<file path="config.mk">
export PLATFORM = sky130hd
export DESIGN_NAME = as5600_i2c_target
export DESIGN_NICKNAME = d
export VERILOG_FILES = /design/src/rtl/as5600_i2c_target.sv
export SDC_FILE = /design/constraint.sdc
export NUM_CORES = 1
export LEC_CHECK = 0
export ABC_AREA = 1
export CAP_MARGIN = 20
export CORE_UTILIZATION = 53
export CTS_CLUSTER_DIAMETER = 80
export DETAILED_ROUTE_END_ITERATION = 10
export PLACE_DENSITY = 0.81
export SLEW_MARGIN = 30
export SYNTH_ARGS = -nofsm -noshare
export SYNTH_HDL_FRONTEND = slang
export SYNTH_SLANG_ARGS = --single-unit
</file>
<file path="constraint.sdc">
create_clock -name clk_50m -period 2 [get_ports clk_50m]
set_clock_uncertainty 0.1 [all_clocks]
set_input_delay 0.6 -clock clk_50m [delete_from_list [all_inputs] [get_ports clk_50m]]
set_output_delay 0.6 -clock clk_50m [all_outputs]
set_load 0.03 [all_outputs]
</file>
<file path="src/rtl/as5600_i2c_target.sv">
// I2C target emulating the AS5600 angle/status register read interface.
// Latency: 3 clk_50m from a pin edge to internal event; sda_oe moves 3-4 clk after SCL falls.
// Backpressure: none, the bus initiator owns SCL and the target never stretches the clock.
module as5600_i2c_target #(
  parameter logic [6:0] SLAVE_ADDR = 7'h36,
  parameter logic [7:0] STATUS_VAL = 8'h20
) (
  input  logic        clk_50m,
  input  logic        rstn,
  input  logic        scl_i,
  input  logic        sda_i,
  output logic        sda_oe,
  input  logic [11:0] angle_i,
  output logic        busy,
  output logic        rd_byte,
  output logic [7:0]  ptr_o
);

  typedef enum logic [3:0] {
    IDLE, ADDR, ADDR_ACK, REG, REG_ACK, WDATA, WDATA_ACK, RDATA, RDATA_ACK
  } state_t;

  state_t      state;
  logic        scl_s1, scl_s2, scl_d;
  logic        sda_s1, sda_s2, sda_d;
  logic [2:0]  cnt;
  logic [7:0]  sh;
  logic        rw;
  logic        nine;      // 9th (ACK) clock has risen in the current ACK state
  logic [11:0] angle_q;

  logic scl_rise, scl_fall, start_det, stop_det;
  logic [7:0] ptr_inc, snap_byte, next_byte;

  function automatic logic [7:0] reg_map(input logic [7:0] a, input logic [11:0] ang);
    case (a)
      8'h0B:        reg_map = STATUS_VAL;
      8'h0C, 8'h0E: reg_map = {4'h0, ang[11:8]};
      8'h0D, 8'h0F: reg_map = ang[7:0];
      default:      reg_map = 8'h00;
    endcase
  endfunction

  // Sync both bus lines (idle-high) and keep one delayed copy for edge detection
  always_ff @(posedge clk_50m or negedge rstn) begin
    if (!rstn) begin
      scl_s1 <= 1'b1; scl_s2 <= 1'b1; scl_d <= 1'b1;
      sda_s1 <= 1'b1; sda_s2 <= 1'b1; sda_d <= 1'b1;
    end else begin
      scl_s1 <= scl_i; scl_s2 <= scl_s1; scl_d <= scl_s2;
      sda_s1 <= sda_i; sda_s2 <= sda_s1; sda_d <= sda_s2;
    end
  end

  assign scl_rise  = scl_s2 & ~scl_d;
  assign scl_fall  = ~scl_s2 & scl_d;
  assign start_det = scl_s2 & scl_d & sda_d & ~sda_s2;
  assign stop_det  = scl_s2 & scl_d & ~sda_d & sda_s2;
  assign ptr_inc   = ptr_o + 8'd1;
  // First read byte uses the live angle because the snapshot is taken on the same edge
  assign snap_byte = reg_map(ptr_o, angle_i);
  assign next_byte = reg_map(ptr_inc, angle_q);

  // Protocol FSM: START/STOP override everything, otherwise bit-level handling per state
  always_ff @(posedge clk_50m or negedge rstn) begin
    if (!rstn) begin
      state   <= IDLE;
      cnt     <= 3'd0;
      sh      <= 8'h00;
      rw      <= 1'b0;
      nine    <= 1'b0;
      angle_q <= 12'h000;
      sda_oe  <= 1'b0;
      busy    <= 1'b0;
      rd_byte <= 1'b0;
      ptr_o   <= 8'h00;
    end else begin
      rd_byte <= 1'b0;
      if (start_det) begin
        state  <= ADDR;
        cnt    <= 3'd0;
        nine   <= 1'b0;
        sda_oe <= 1'b0;
        busy   <= 1'b1;
      end else if (stop_det) begin
        state  <= IDLE;
        nine   <= 1'b0;
        sda_oe <= 1'b0;
        busy   <= 1'b0;
      end else begin
        case (state)
          IDLE: ;
          ADDR, REG, WDATA: begin
            if (scl_rise) begin
              sh  <= {sh[6:0], sda_s2};
              cnt <= cnt + 3'd1;
              if (cnt == 3'd7) begin
                nine <= 1'b0;
                if (state == ADDR) begin
                  // sh[6:0] holds the 7 address bits, the bit arriving now is R/W
                  if (sh[6:0] == SLAVE_ADDR) begin
                    state <= ADDR_ACK;
                    rw    <= sda_s2;
                  end else begin
                    state <= IDLE;
                  end
                end else if (state == REG) begin
                  state <= REG_ACK;
                end else begin
                  state <= WDATA_ACK;
                end
              end
            end
          end
          ADDR_ACK, REG_ACK, WDATA_ACK: begin
            if (scl_rise) begin
              nine <= 1'b1;
            end else if (scl_fall) begin
              if (!nine) begin
                sda_oe <= 1'b1;
              end else begin
                nine <= 1'b0;
                cnt  <= 3'd0;
                if (state == ADDR_ACK && rw) begin
                  angle_q <= angle_i;
                  sh      <= snap_byte;
                  sda_oe  <= ~snap_byte[7];
                  state   <= RDATA;
                end else if (state == ADDR_ACK) begin
                  sda_oe <= 1'b0;
                  state  <= REG;
                end else if (state == REG_ACK) begin
                  sda_oe <= 1'b0;
                  ptr_o  <= sh;
                  state  <= WDATA;
                end else begin
                  sda_oe <= 1'b0;
                  ptr_o  <= ptr_inc;
                  state  <= WDATA;
                end
              end
            end
          end
          RDATA: begin
            if (scl_rise) begin
              cnt <= cnt + 3'd1;
              if (cnt == 3'd7) state <= RDATA_ACK;
            end else if (scl_fall) begin
              // cnt = bits already clocked, so this picks the next bit MSB first
              sda_oe <= ~sh[3'd7 - cnt];
            end
          end
          RDATA_ACK: begin
            if (scl_fall) begin
              sda_oe <= 1'b0;
            end else if (scl_rise) begin
              rd_byte <= 1'b1;
              ptr_o   <= ptr_inc;
              cnt     <= 3'd0;
              if (!sda_s2) begin
                sh    <= next_byte;
                state <= RDATA;
              end else begin
                state <= IDLE;
              end
            end
          end
          default: state <= IDLE;
        endcase
      end
    end
  end

endmodule
</file>
### Yosys cells after proc, flatten, opt, wreduce, memory -nomap -nowiden

Cells that the tools add are included.

| word-level totals | value |
|---|---|
| output and inout bits | 11 |
| register bits after elaboration | 46 |
| input bits | 16 |
| word-level logic and storage cells | 182 |

| operators by class | value |
|---|---|
| mux-type cells | 72 |
| add/sub/neg operators | 3 |
| reductions and logical operators | 23 |
| bitwise logic cells | 16 |
| eq/ne operators | 51 |
| $lt $le $gt $ge | 1 |

Operators with widths:

| kind | count |
|---|---|
| $mux 8 | 16 |
| $eq 8x4->1 const B | 10 |
| $pmux 8 s3 | 3 |
| $mux 4 | 12 |
| $ne 4x4->1 const B | 12 |
| $mux 3 | 11 |
| $mux 1 | 22 |
| $ne 2x2->1 const B | 11 |
| $pmux 4 s5 | 1 |
| $reduce_and 10->1 | 2 |
| $ne 3x3->1 const B | 6 |
| $eq 4x3->1 const B | 4 |
| $pmux 8 s2 | 1 |
| $reduce_and 7->1 | 2 |
| $reduce_and 11->1 | 1 |
| $not 1->1 | 9 |
| $pmux 3 s3 | 1 |
| $add 8x1->8 const B | 1 |
| $eq 4x2->1 const B | 2 |
| $reduce_and 8->1 | 1 |
| $reduce_bool 4->1 | 2 |
| $reduce_or 2->1 | 4 |
| $and 1x1->1 | 7 |
| $eq 7x6->1 const B | 1 |
| 21 further kinds | 24 |

### Logic depth before layout (Yosys ltp)

Gate-level depths: netlist of run 1.

| depth | value |
|---|---|
| word-level depth | 11 |
| depth in mapped cells | 13 |
| gate-level depth less buffers | 13 |

### Worst setup path after synthesis of run 1

No wires, ideal clock.

| path | value |
|---|---|
| path type | register -> register |
| start point | reg ptr_o[0] |
| end point | reg sh[3] |
| clock period less this slack | 2.053 ns |
| library setup time | 0.073 ns |
| data required time | 1.827 ns |
| data arrival time | 1.880 ns |
| setup slack | -0.053 ns |
| path buffers | 0 |
| cell stages (with the launch flop) | 11 |
| cells stage by stage | dfrtp_1 -> ha_1 -> inv_1 -> nand2_1 -> nand2_1 -> nand3_1 -> nor2_1 -> o211ai_1 -> nand2_1 -> nand2_1 -> a21oi_2 |

| on the way | value |
|---|---|
| longest elaborated chain between the ends | 8 |
| elaborated cells between the ends (all ways) | 25 |
| those cells by class | 1 x add/sub; 10 x eq/ne; 10 x mux; 4 x reduce/logical |

Ends and longest elaborated chain:

| item | line | source |
|---|---|---|
| start, declared | 16 | `output logic [7:0] ptr_o` |
| start signal, assigned | 134 | `ptr_o <= sh;` |
| start signal, assigned | 138 | `ptr_o <= ptr_inc;` |
| start signal, assigned | 158 | `ptr_o <= ptr_inc;` |
| $add 8x1->8 or $eq 8x4->1 (tied branches) | 59, 36 |  |
| $eq 8x4->1 or $reduce_or 2->1 (tied branches) | 36 | `case (a)` |
| $reduce_or 2->1 or $pmux 8 s3 (tied branches) | 36 |  |
| $pmux 8 s3 or $mux 8 (tied branches) | 36, 124 |  |
| $mux 8, on equally long branches | 160, 119 |  |
| $mux 8, on equally long branches | 156, 118 |  |
| $mux 8, on equally long branches | 154, 116 |  |
| $pmux 8 s3 * | 91 | `case (state)` |
| end signal, assigned | 95 | `sh <= {sh[6:0], sda_s2};` |
| end signal, assigned | 126 | `sh <= snap_byte;` |
| end signal, assigned | 161 | `sh <= next_byte;` |
| end, declared | 27 | `logic [7:0] sh;` |

Mark *: on every way between the ends. The rest lies on a longest branch, timed or not. The select of a mux whose other input is x is not followed.
A chain may end at the register's enable or synchronous reset.

### Worst setup path after layout of run 1

| path | value |
|---|---|
| start point | reg scl_s2 |
| end point | reg ptr_o[6] |

| on the way | value |
|---|---|
| longest elaborated chain between the ends | 5 |
| elaborated cells between the ends (all ways) | 15 |
| those cells by class | 4 x eq/ne; 10 x bitwise; 1 x reduce/logical |

Ends and longest elaborated chain:

| item | line | source |
|---|---|---|
| start, declared | 24 | `logic scl_s1, scl_s2, scl_d;` |
| start signal, assigned | 50 | `scl_s1 <= scl_i; scl_s2 <= scl_s1; scl_d <= scl_s2;` |
| $and 1x1->1 | 57, 58 |  |
| $and 1x1->1, on equally long branches (2 in series) | 58, 57 |  |
| $not 1->1 (no source line) | -- |  |
| $reduce_and 10->1 (no source line) * | -- |  |

Mark *: on every way between the ends. The rest lies on a longest branch, timed or not.

==> flow_metrics.env, run 1 <==
export IMPL_cp_depth=12
export IMPL_wl_um=8580
export IMPL_critPathMaxStageDelay_ns=0.59
export IMPL_final_cell_area_um2=4005
export IMPL_grt_busiest_layer="met2"
export IMPL_violations="setup timing"
export IMPL_cts_buffers=5
export IMPL_finalCritPeriodShare_pct=100.3
export IMPL_synth_common_cells="nand2_1 (97), nand3_1 (51), inv_1 (46), nor2_1 (44), dfrtp_1 (40)"
export IMPL_crit_type="reg2reg"
export IMPL_clock_sinks=46
export IMPL_place_gp_congestion=0.9404
export IMPL_hold_viol_final=0
export IMPL_setup_violations=2
export IMPL_arrival_ns=2.10
export IMPL_cp_top_family="simple AND/OR/NAND/NOR gates"
export IMPL_crit_path_end_kind="flop"
export IMPL_status="finished, violations left"
export IMPL_synth_edff_count=0
export IMPL_crit_chain="ha_4, inv_4, nor3_4, inv_2, nand2_4, nor2_1, nand2_1, a21oi_2, nand2_2, clkinv_4, nand2_1, o21ai_1"
export IMPL_path_clk_slew_ns=0.09
export IMPL_crit_slowest_cell="dfstp_2"
export IMPL_synth_seq_cells=46
export IMPL_rsz0062_at_grt="true"
export IMPL_antenna_cells=0
export IMPL_fin_ws_ns=-0.005609
export IMPL_worst_pin_slew_ns=0.4749
export IMPL_wl_per_cell_um=15.40
export IMPL_ys_top_cells_by_area="dfrtp_1 (32%), nand2_1 (12%), nand3_1 (8.2%)"
export IMPL_avgViaCountPerCell=5.709
export IMPL_syn_inst=419
export IMPL_vias=3180
export IMPL_clkLatencyLatePin_ns=0.31
export IMPL_grt_overflow_total=0
export IMPL_seq_area_frac_synth_pct=37.44
export IMPL_worst_r2r_cell_count=12
export IMPL_cpMostUsedCell="nand2_1"
export IMPL_num_rows=27
export IMPL_slew_violations=0
export IMPL_power_density_nw_per_um2=1224
export IMPL_critPathRequiredTime_ns=2.10
export IMPL_antenna_found_initial=0
export IMPL_p_int_uw=2551
export IMPL_irDropWorstVdd_v=0.0006430
export IMPL_met2_usage_pct=44.21
export IMPL_grtUsageMet3_pct=4.302
export IMPL_grt_start_max_net_pins=27
export IMPL_p_clk_share_pct=14.9
export IMPL_dp_hpwl_um=5939
export IMPL_critPathLaunchType="flop"
export IMPL_ant_nets=0
export IMPL_cts_buffer_depth=2
export IMPL_p_sw_uw=2350
export IMPL_netlist_area_leader_share_pct=32.35
export IMPL_nNetsFinal=511
export IMPL_relSlewSlack_pct=68.34
export IMPL_min_period_ns=2.006
export IMPL_cts_tree="built"
export IMPL_async_reset_ff_share_pct=100.0
export IMPL_htreeDepth=2
export IMPL_clockRootBuffer="clkbuf_8"
export IMPL_tns_ns=-0.008695
export IMPL_hp_class="in2async"
export IMPL_fmax_mhz=498.6
export IMPL_pre_cts_ws_ns=-0.09760
export IMPL_pwr_share_seq_pct=30.0
export IMPL_yosys_warnings=0
export IMPL_place_area_um2=3607
export IMPL_final_cells=557
export IMPL_path_buf_inv=3
export IMPL_cap_viol_max_count=0
export IMPL_drive_gt1_share_pct=28.87
export IMPL_dp_cells=538
export IMPL_swShare_pct=47.95
export IMPL_grt_pass1_wl_um=13200
export IMPL_synth_area_um2=3094
export IMPL_dieArea_um2=6147
export IMPL_syn_nets=446
export IMPL_drt_iter0_markers=243
export IMPL_drcViolationCount=0
export IMPL_yosys_cell_types_count=31
export IMPL_io_buffers=26
export IMPL_dr_pass1_iters=5
export IMPL_track_usage_pct=27.53
export IMPL_combinationalPowerShare_pct=55.1
export IMPL_die_x_um=78.41
export IMPL_p_leak_uw=0.001941
export IMPL_yosysMostFrequentCell="nand2_1"
export IMPL_avgSynthCellArea_um2=7.385
export IMPL_area_delta_synth_final_pct=29.44
export IMPL_finalPower_uw=4902
export IMPL_fp_dieH_um=78.41
export IMPL_ios=27
export IMPL_synth_area_leader_cell="dfrtp_1"
export IMPL_coreArea_um2=5574
export IMPL_start_util_pct=55.51
export IMPL_grtUsageMet1_pct=37.60
export IMPL_cp_max_fo=8
export IMPL_synth_flop_cell="dfrtp_1"
export IMPL_grt_pass1_vias=2920
==> cells in the final DEF (no fill, tap or decap), types with 2 or more instances in the layout <==
master / n
a21oi_1: 4
nor2_1: 37
nor2_4: 7
nor3_2: 3
nor3_4: 2
dfstp_2: 6
o21ai_1: 9
clkdlybuf4s50_1: 14
ha_1: 7
nand3_4: 3
nor2_2: 7
nand4_1: 12
mux2_2: 5
nor3_1: 3
inv_2: 9
a21oi_2: 10
o21ai_2: 3
nand3_2: 6
buf_4: 30
dlygate4sd2_1: 10
nand2_4: 2
inv_4: 5
o211ai_1: 5
dfrtp_1: 35
buf_6: 2
nand2_1: 86
dfrtp_2: 5
ha_2: 2
clkbuf_8: 6
ha_4: 2
mux2_4: 4
nand2_2: 16
o21ai_0: 29
inv_1: 43
nand3_1: 45
==> through the flow <==
step | hold WS (ns) | utilization, %
CTS | 0.1565 | 66.89
global placement | 0.2486 | 64.71
global route | 0.1780 | 71.85
detailed placement | 0.2494 | 64.71
finish | 0.1394 | 71.85
floorplan | 0.2044 | -
==> routing by layer <==
| metal | part of all wire [%] | wire (um) |
|---|---|---|
| met4 | 2.5 | 213 |
| met1 | 43 | 3703 |
| met5 | 0 | 0 |
| met2 | 48 | 4121 |
| met3 | 6.3 | 541 |
==> sequential cells by signal (all words and copies together) (netlist names), 3 cells and up <==
signal   flops
angle_q     12
ptr_o        8
sh           8
state        4
cnt          3
==> layout make-up <==
cell class / count / area, um^2
clock buffers: 7 / 86.33
clock inverters: 1 / 30.03
fillers: 453 / 1569
inverters: 57 / 229.0
multi-input cells: 313 / 1871
flip-flops and latches: 46 / 1165
well taps: 72 / 90.09
repair buffers: 60 / 528.0
repair inverters: 1 / 6.256
==> path summary, 6_finish.rpt <==
kind / from / endpoint / slack, ns
setup / recovery: scl_s2 / ptr_o[6] / -0.006
hold / removal: rstn / state[2] / 0.14
setup reg to reg: scl_s2 / ptr_o[6] / -0.006
hold reg to reg: scl_s1 / scl_s2 / 0.26
max in group asynchronous: rstn / ptr_o[1] / 1.15
min in group clk_50m: scl_s1 / scl_s2 / 0.26
==> repair_timing <==
item,in CTS,in global routing
pin swaps,3,20
hold buffers,0,0
cloned,1,2
hold endpoints to repair,0,0
setup endpoints to repair,24,35
buffers inserted,0,8
gates resized for setup,17,60
==> cells by family (layout without fill, tap and decap cells) <==
| family | after synthesis | count (layout) | synth area share, % |
|---|---|---|---|
| muxes | 9 | 9 | 3.761 |
| and+or+nand+nor | 228 | 230 | 34.09 |
| adders and majority gates | 11 | 11 | 4.448 |
| AOI/OAI and AO/OA | 63 | 63 | 11.77 |
| buffers and inverters | 62 | 126 | 8.492 |
| DFF | 46 | 46 | 37.44 |
==> power by group through the flow <==
stage / Clock [uW] / Sequential (uW) / Combinational (uW)
finish: 730 / 1470 / 2700
global route: 770 / 1500 / 2980
CTS: 739 / 1440 / 2360
detailed placement: 0 / 1450 / 2370
global placement: 0 / 1440 / 2320
floorplan: 0 / 1530 / 1530
Note: power is estimated with default switching activity, not from simulation.
==> inputs of run 2 (changes only) <==
CORE_UTILIZATION = 40   (was 53)
PLACE_DENSITY = 0.73   (was 0.81)
==> flow_metrics.env, run 2 (synthesized netlist as in run 1, its figures left out) <==
export IMPL_clkLatencyLatePin_ns=0.32
export IMPL_arrival_ns=2.11
export IMPL_die_x_um=89.95
export IMPL_path_clk_slew_ns=0.09
export IMPL_critPathRequiredTime_ns=2.10
export IMPL_fin_ws_ns=-0.01478
export IMPL_irDropWorstVdd_v=0.0005444
export IMPL_grt_pass1_vias=2817
export IMPL_r2r_slack_ns=-0.01
export IMPL_cts_buffers=5
export IMPL_fp_dieH_um=89.95
export IMPL_grt_start_max_net_pins=32
export IMPL_wl_per_cell_um=14.05
export IMPL_dp_hpwl_um=5928
export IMPL_drive_gt1_share_pct=25.87
export IMPL_fmax_mhz=496.3
export IMPL_coreArea_um2=7370
export IMPL_fillers=715
export IMPL_tns_ns=-0.03938
export IMPL_top_register="angle_q"
export IMPL_crit_chain="ha_4, inv_4, nor3_4, inv_2, buf_6, nand2_2, nor2_2, nor3_2, nand4_1, nand2_1, o21ai_1"
export IMPL_antenna_found_initial=0
export IMPL_violations="setup timing"
export IMPL_rsz0062_at_grt="true"
export IMPL_track_usage_pct=20.05
export IMPL_antenna_cells=0
export IMPL_grt_overflow_total=0
export IMPL_reg2reg_from="scl_s2"
export IMPL_ios=27
export IMPL_timing_rr_end="cnt[2]"
export IMPL_crit_path_end_kind="flop"
export IMPL_htreeDepth=2
export IMPL_slew_violations=0
export IMPL_start_util_pct=41.99
export IMPL_vias=3101
export IMPL_final_cell_mix="nand2_1 (92), nand3_1 (49), inv_1 (44), nor2_1 (40), dfrtp_1 (36)"
export IMPL_largest_reg_flops=12
export IMPL_dieArea_um2=8091
export IMPL_ant_nets=0
export IMPL_wl_um=8290
export IMPL_final_core_util_pct=54.06
export IMPL_drt_iter0_markers=164
export IMPL_avgViaCountPerCell=5.256
export IMPL_critPathMaxStageDelay_ns=0.59
export IMPL_power_density_nw_per_um2=1207
export IMPL_relSlewSlack_pct=74.98
export IMPL_crit_slowest_cell="dfstp_2"
export IMPL_num_rows=31
export IMPL_cp_max_fo=6
export IMPL_drcViolationCount=0
export IMPL_finalCritPeriodShare_pct=100.7
export IMPL_status="finished, violations left"
export IMPL_critPathLaunchType="flop"
export IMPL_hp_class="in2async"
export IMPL_reg_largest_list="angle_q (12), ptr_o (8), sh (8)"
export IMPL_worst_r2r_cell_count=11
export IMPL_area_delta_synth_final_pct=28.75
export IMPL_path_buf_inv=3
export IMPL_grt_pass1_wl_um=13230
export IMPL_cap_viol_max_count=0
export IMPL_io_buffers=26
export IMPL_dp_cells=569
export IMPL_final_cells=590
export IMPL_clockRootBuffer="clkbuf_8"
export IMPL_min_period_ns=2.015
export IMPL_setup_violations=3
export IMPL_final_common_cell="nand2_1"
export IMPL_pre_cts_ws_ns=-0.08329
export IMPL_dr_pass1_iters=5
export IMPL_ctsHoldBuffers=0
export IMPL_nNetsFinal=517
export IMPL_hold_viol_final=0
export IMPL_cp_top_family="simple AND/OR/NAND/NOR gates"
export IMPL_cts_buffer_depth=2
export IMPL_cts_tree="built"
export IMPL_place_gp_congestion=0.9613
export IMPL_worst_pin_slew_ns=0.3753
export IMPL_crit_type="reg2reg"
export IMPL_clock_sinks=46
export IMPL_p_leak_uw=0.001941
==> run 2: changes by cell type in the layout (fill, tap and decap cells not counted), sizes merged <==
cell | before | now
buf | 35 | 41
clkbuf | 7 | 5
clkdlybuf4s15 | 0 | 1
clkinv | 1 | 2
dlymetal6s2s | 1 | 0
inv | 57 | 58
==> run 2: worst max-delay path by stage <==
stage / start / end / depth (start not counted) / slack (ns)
final: scl_s2 / cnt[2] / 11 / -0.01
after global routing: scl_s2 / cnt[0] / 11 / -0.09
after CTS: scl_d / sh[3] / 11 / 0.009
after detailed placement: scl_s2 / cnt[0] / 10 / -0.08
after global placement: ptr_o[1] / sh[0] / 12 / -0.02
after floorplan: ptr_o[1] / sh[5] / 12 / 0.0006
==> run 2: per-layer routing <==
| metal | vias up | share of wire (%) | GRT usage, % |
|---|---|---|---|
| li1 | 1528 | - | - |
| met1 | 1446 | 46 | 27.28 |
| met2 | 102 | 47 | 33.40 |
| met3 | 25 | 5.0 | 2.453 |
| met4 | 0 | 2.3 | 6.048 |
| met5 | - | 0 | 0 |
==> run 2: through the flow <==
step           hold WS [ns]  power, uW  cell area, um^2
6_report            0.09602       4807             3984
5_1_grt              0.1344       5158             3984
3_3_place_gp         0.2484       3821             3671
3_5_place_dp         0.2476       3869             3671
2_1_floorplan        0.2044       3061             3098
4_1_cts              0.1131       4612             3841
==> run 2: worst register-to-register path: stages, from the launching register on <==
cell and delay [ns]:
dfstp_2 0.59, ha_4 0.15, inv_4 0.04, nor3_4 0.13, inv_2 0.09, buf_6 0.13
nand2_2 0.05, nor2_2 0.04, nor3_2 0.14, nand4_1 0.26, nand2_1 0.12, o21ai_1 0.06
==> run 2: power by group <==
part | total, uW | internal [uW] | switching, uW
registers | 1430 | 1160 | 272
clock network | 725 | 375 | 350
logic | 2650 | 1000 | 1640
==> run 2: timing repair <==
action | in CTS | in global routing
gates resized for setup | 24 | 29
pin swaps | 5 | 14
setup endpoints to repair | 33 | 34
setup buffers | 4 | 6
cloned | 1 | 2
hold endpoints to repair | 0 | 0
==> run 2: final cells by class <==
| class | count | area (um^2) | area share [%] |
|---|---|---|---|
| Clock buffer | 5 | 68.82 | 1.727 |
| Clock inverter | 3 | 43.79 | 1.099 |
| Inverter | 57 | 229.0 | 5.747 |
| Multi-Input combinational cell | 313 | 1778 | 44.63 |
| Sequential cell | 46 | 1164 | 29.21 |
| Tap cell | 99 | 123.9 | 3.109 |
| Timing Repair Buffer | 66 | 570.5 | 14.32 |
| Timing Repair inverter | 1 | 6.256 | 0.1570 |
==> inputs of run 3 (changes only) <==
CORE_MARGIN = 2   (was unset)
CTS_CLUSTER_SIZE = 25   (was unset)
==> flow_metrics.env, run 3 (synthesized netlist as in run 1, its figures left out) <==
export IMPL_critPathRequiredTime_ns=1.30
export IMPL_r2r_slack_ns=0.05
export IMPL_worst_pin_slew_ns=0.3397
export IMPL_final_cell_area_um2=3916
export IMPL_relSlewSlack_pct=77.18
export IMPL_cts_buffers=5
export IMPL_die_x_um=91.95
export IMPL_final_common_cell="nand2_1"
export IMPL_final_cells=584
export IMPL_start_util_pct=40.67
export IMPL_grt_start_max_net_pins=47
export IMPL_largest_reg_flops=12
export IMPL_path_clk_slew_ns=0.10
export IMPL_area_delta_synth_final_pct=26.57
export IMPL_drive_gt1_share_pct=25.31
export IMPL_drt_iter0_markers=233
export IMPL_drcViolationCount=0
export IMPL_hp_class="in2async"
export IMPL_slew_violations=0
export IMPL_dieArea_um2=8455
export IMPL_fp_dieH_um=91.95
export IMPL_place_gp_congestion=0.9503
export IMPL_dp_hpwl_um=5928
export IMPL_finalPower_uw=4647
export IMPL_top_register="angle_q"
export IMPL_fmax_mhz=507.9
export IMPL_grt_overflow_total=0
export IMPL_ant_nets=0
export IMPL_irDropWorstVdd_v=0.0004639
export IMPL_antenna_cells=0
export IMPL_vias=3033
export IMPL_rsz0062_at_grt="true"
export IMPL_track_usage_pct=19.35
export IMPL_wl_per_cell_um=13.64
export IMPL_cts_tree="built"
export IMPL_min_period_ns=1.969
export IMPL_antenna_found_initial=0
export IMPL_status="finished, final reports clean"
export IMPL_ios=27
export IMPL_setup_violations=0
export IMPL_ctsHoldBuffers=0
export IMPL_io_buffers=26
export IMPL_clkLatencyLatePin_ns=0.31
export IMPL_power_density_nw_per_um2=1187
export IMPL_finalCritPeriodShare_pct=98.44
export IMPL_p_leak_uw=0.001910
export IMPL_crit_path_end_kind="primary output"
export IMPL_cts_buffer_depth=2
export IMPL_num_rows=32
export IMPL_grt_pass1_vias=2850
export IMPL_clockRootBuffer="clkbuf_8"
export IMPL_cp_max_fo=6
export IMPL_final_cell_mix="nand2_1 (92), nand3_1 (51), inv_1 (41), nor2_1 (38), dfrtp_1 (37)"
export IMPL_grt_pass1_wl_um=13390
export IMPL_htreeDepth=2
export IMPL_dr_pass1_iters=4
export IMPL_clock_sinks=46
export IMPL_critPathLaunchType="flop"
export IMPL_reg_largest_list="angle_q (12), ptr_o (8), sh (8)"
export IMPL_arrival_ns=1.27
export IMPL_cap_viol_max_count=0
export IMPL_crit_type="reg2out"
export IMPL_final_core_util_pct=51.48
export IMPL_dp_cells=569
export IMPL_place_area_um2=3652
export IMPL_coreArea_um2=7607
export IMPL_avgViaCountPerCell=5.193
export IMPL_wl_um=7966
export IMPL_nNetsFinal=508
export IMPL_hold_viol_final=0
export IMPL_holdWs_ns=0.1580
[run 3: changes by cell type in the layout (fill, tap and decap cells not counted), moves of 2 or more]
cell,previous run,this run
nand3_2,4,1
buf_6,4,2
inv_4,5,2
nand3_1,49,51
buf_4,35,30
inv_2,8,13
inv_1,44,41
nor2_2,6,8
nor2_1,40,38
clkbuf_8,5,7
[run 3: cell type report]
type                            instances  area (um^2)
Sequential cell                        46         1162
Timing Repair Buffer                   59        514.2
Multi-Input combinational cell        311         1774
Clock buffer                            7        96.34
Fill cell                             755         3691
Inverter                               57        226.5
Tap cell                              102        127.6
Timing Repair inverter                  1        6.256
Clock inverter                          1        8.758
[run 3: worst max-delay path, stage by stage (launching register included)]
cell	delay [ns]
dfrtp_2	0.47
buf_4	0.16
clkdlybuf4s15_1	0.33
[run 3: worst paths after layout]
| path | to | depth (start not counted) | start |
|---|---|---|---|
| hold reg to reg | scl_s2 | 0 | scl_s1 |
| hold / removal | state[2] | 2 | rstn |
| max in group asynchronous | sda_s1 | 2 | rstn |
| setup reg to reg | sda_oe | 11 | scl_s2 |
| min in group clk_50m | scl_s2 | 0 | scl_s1 |
| setup / recovery | ptr_o[0] | 2 | ptr_o[0] |
[run 3: where the power goes]
part           internal (uW)  leakage (uW)  switching (uW)  total, uW
clock network            317     0.0000544             334        651
registers               1160      0.000538             273       1440
logic                    948       0.00132            1610       2560
[run 3: routing by layer]
| metal | routed length [um] | track usage, % |
|---|---|---|
| met5 | 0 | 0 |
| met4 | 92 | 4.478 |
| met2 | 3877 | 32.29 |
| met3 | 405 | 2.958 |
| met1 | 3591 | 26.52 |
[run 3: per-stage QoR]
| stage | TNS [ns] | worst slack, ns |
|---|---|---|
| 2_1_floorplan | 0 | 0.0005896 |
| 3_3_place_gp | -0.05245 | -0.01635 |
| 3_5_place_dp | -0.1247 | -0.03136 |
| 4_1_cts | 0 | 0.0002310 |
| 5_1_grt | -1.134 | -0.09335 |
| 6_report | 0 | 0.03116 |
[run 3: timing repair]
| item | in CTS | in global routing |
|---|---|---|
| gates resized for setup | 22 | 32 |
| endpoints found under the setup margin | 29 | 39 |
| buffers inserted | 4 | 2 |
| endpoints found under the hold margin | 0 | 0 |
| gates cloned | 0 | 1 |
| pin swaps | 6 | 13 |
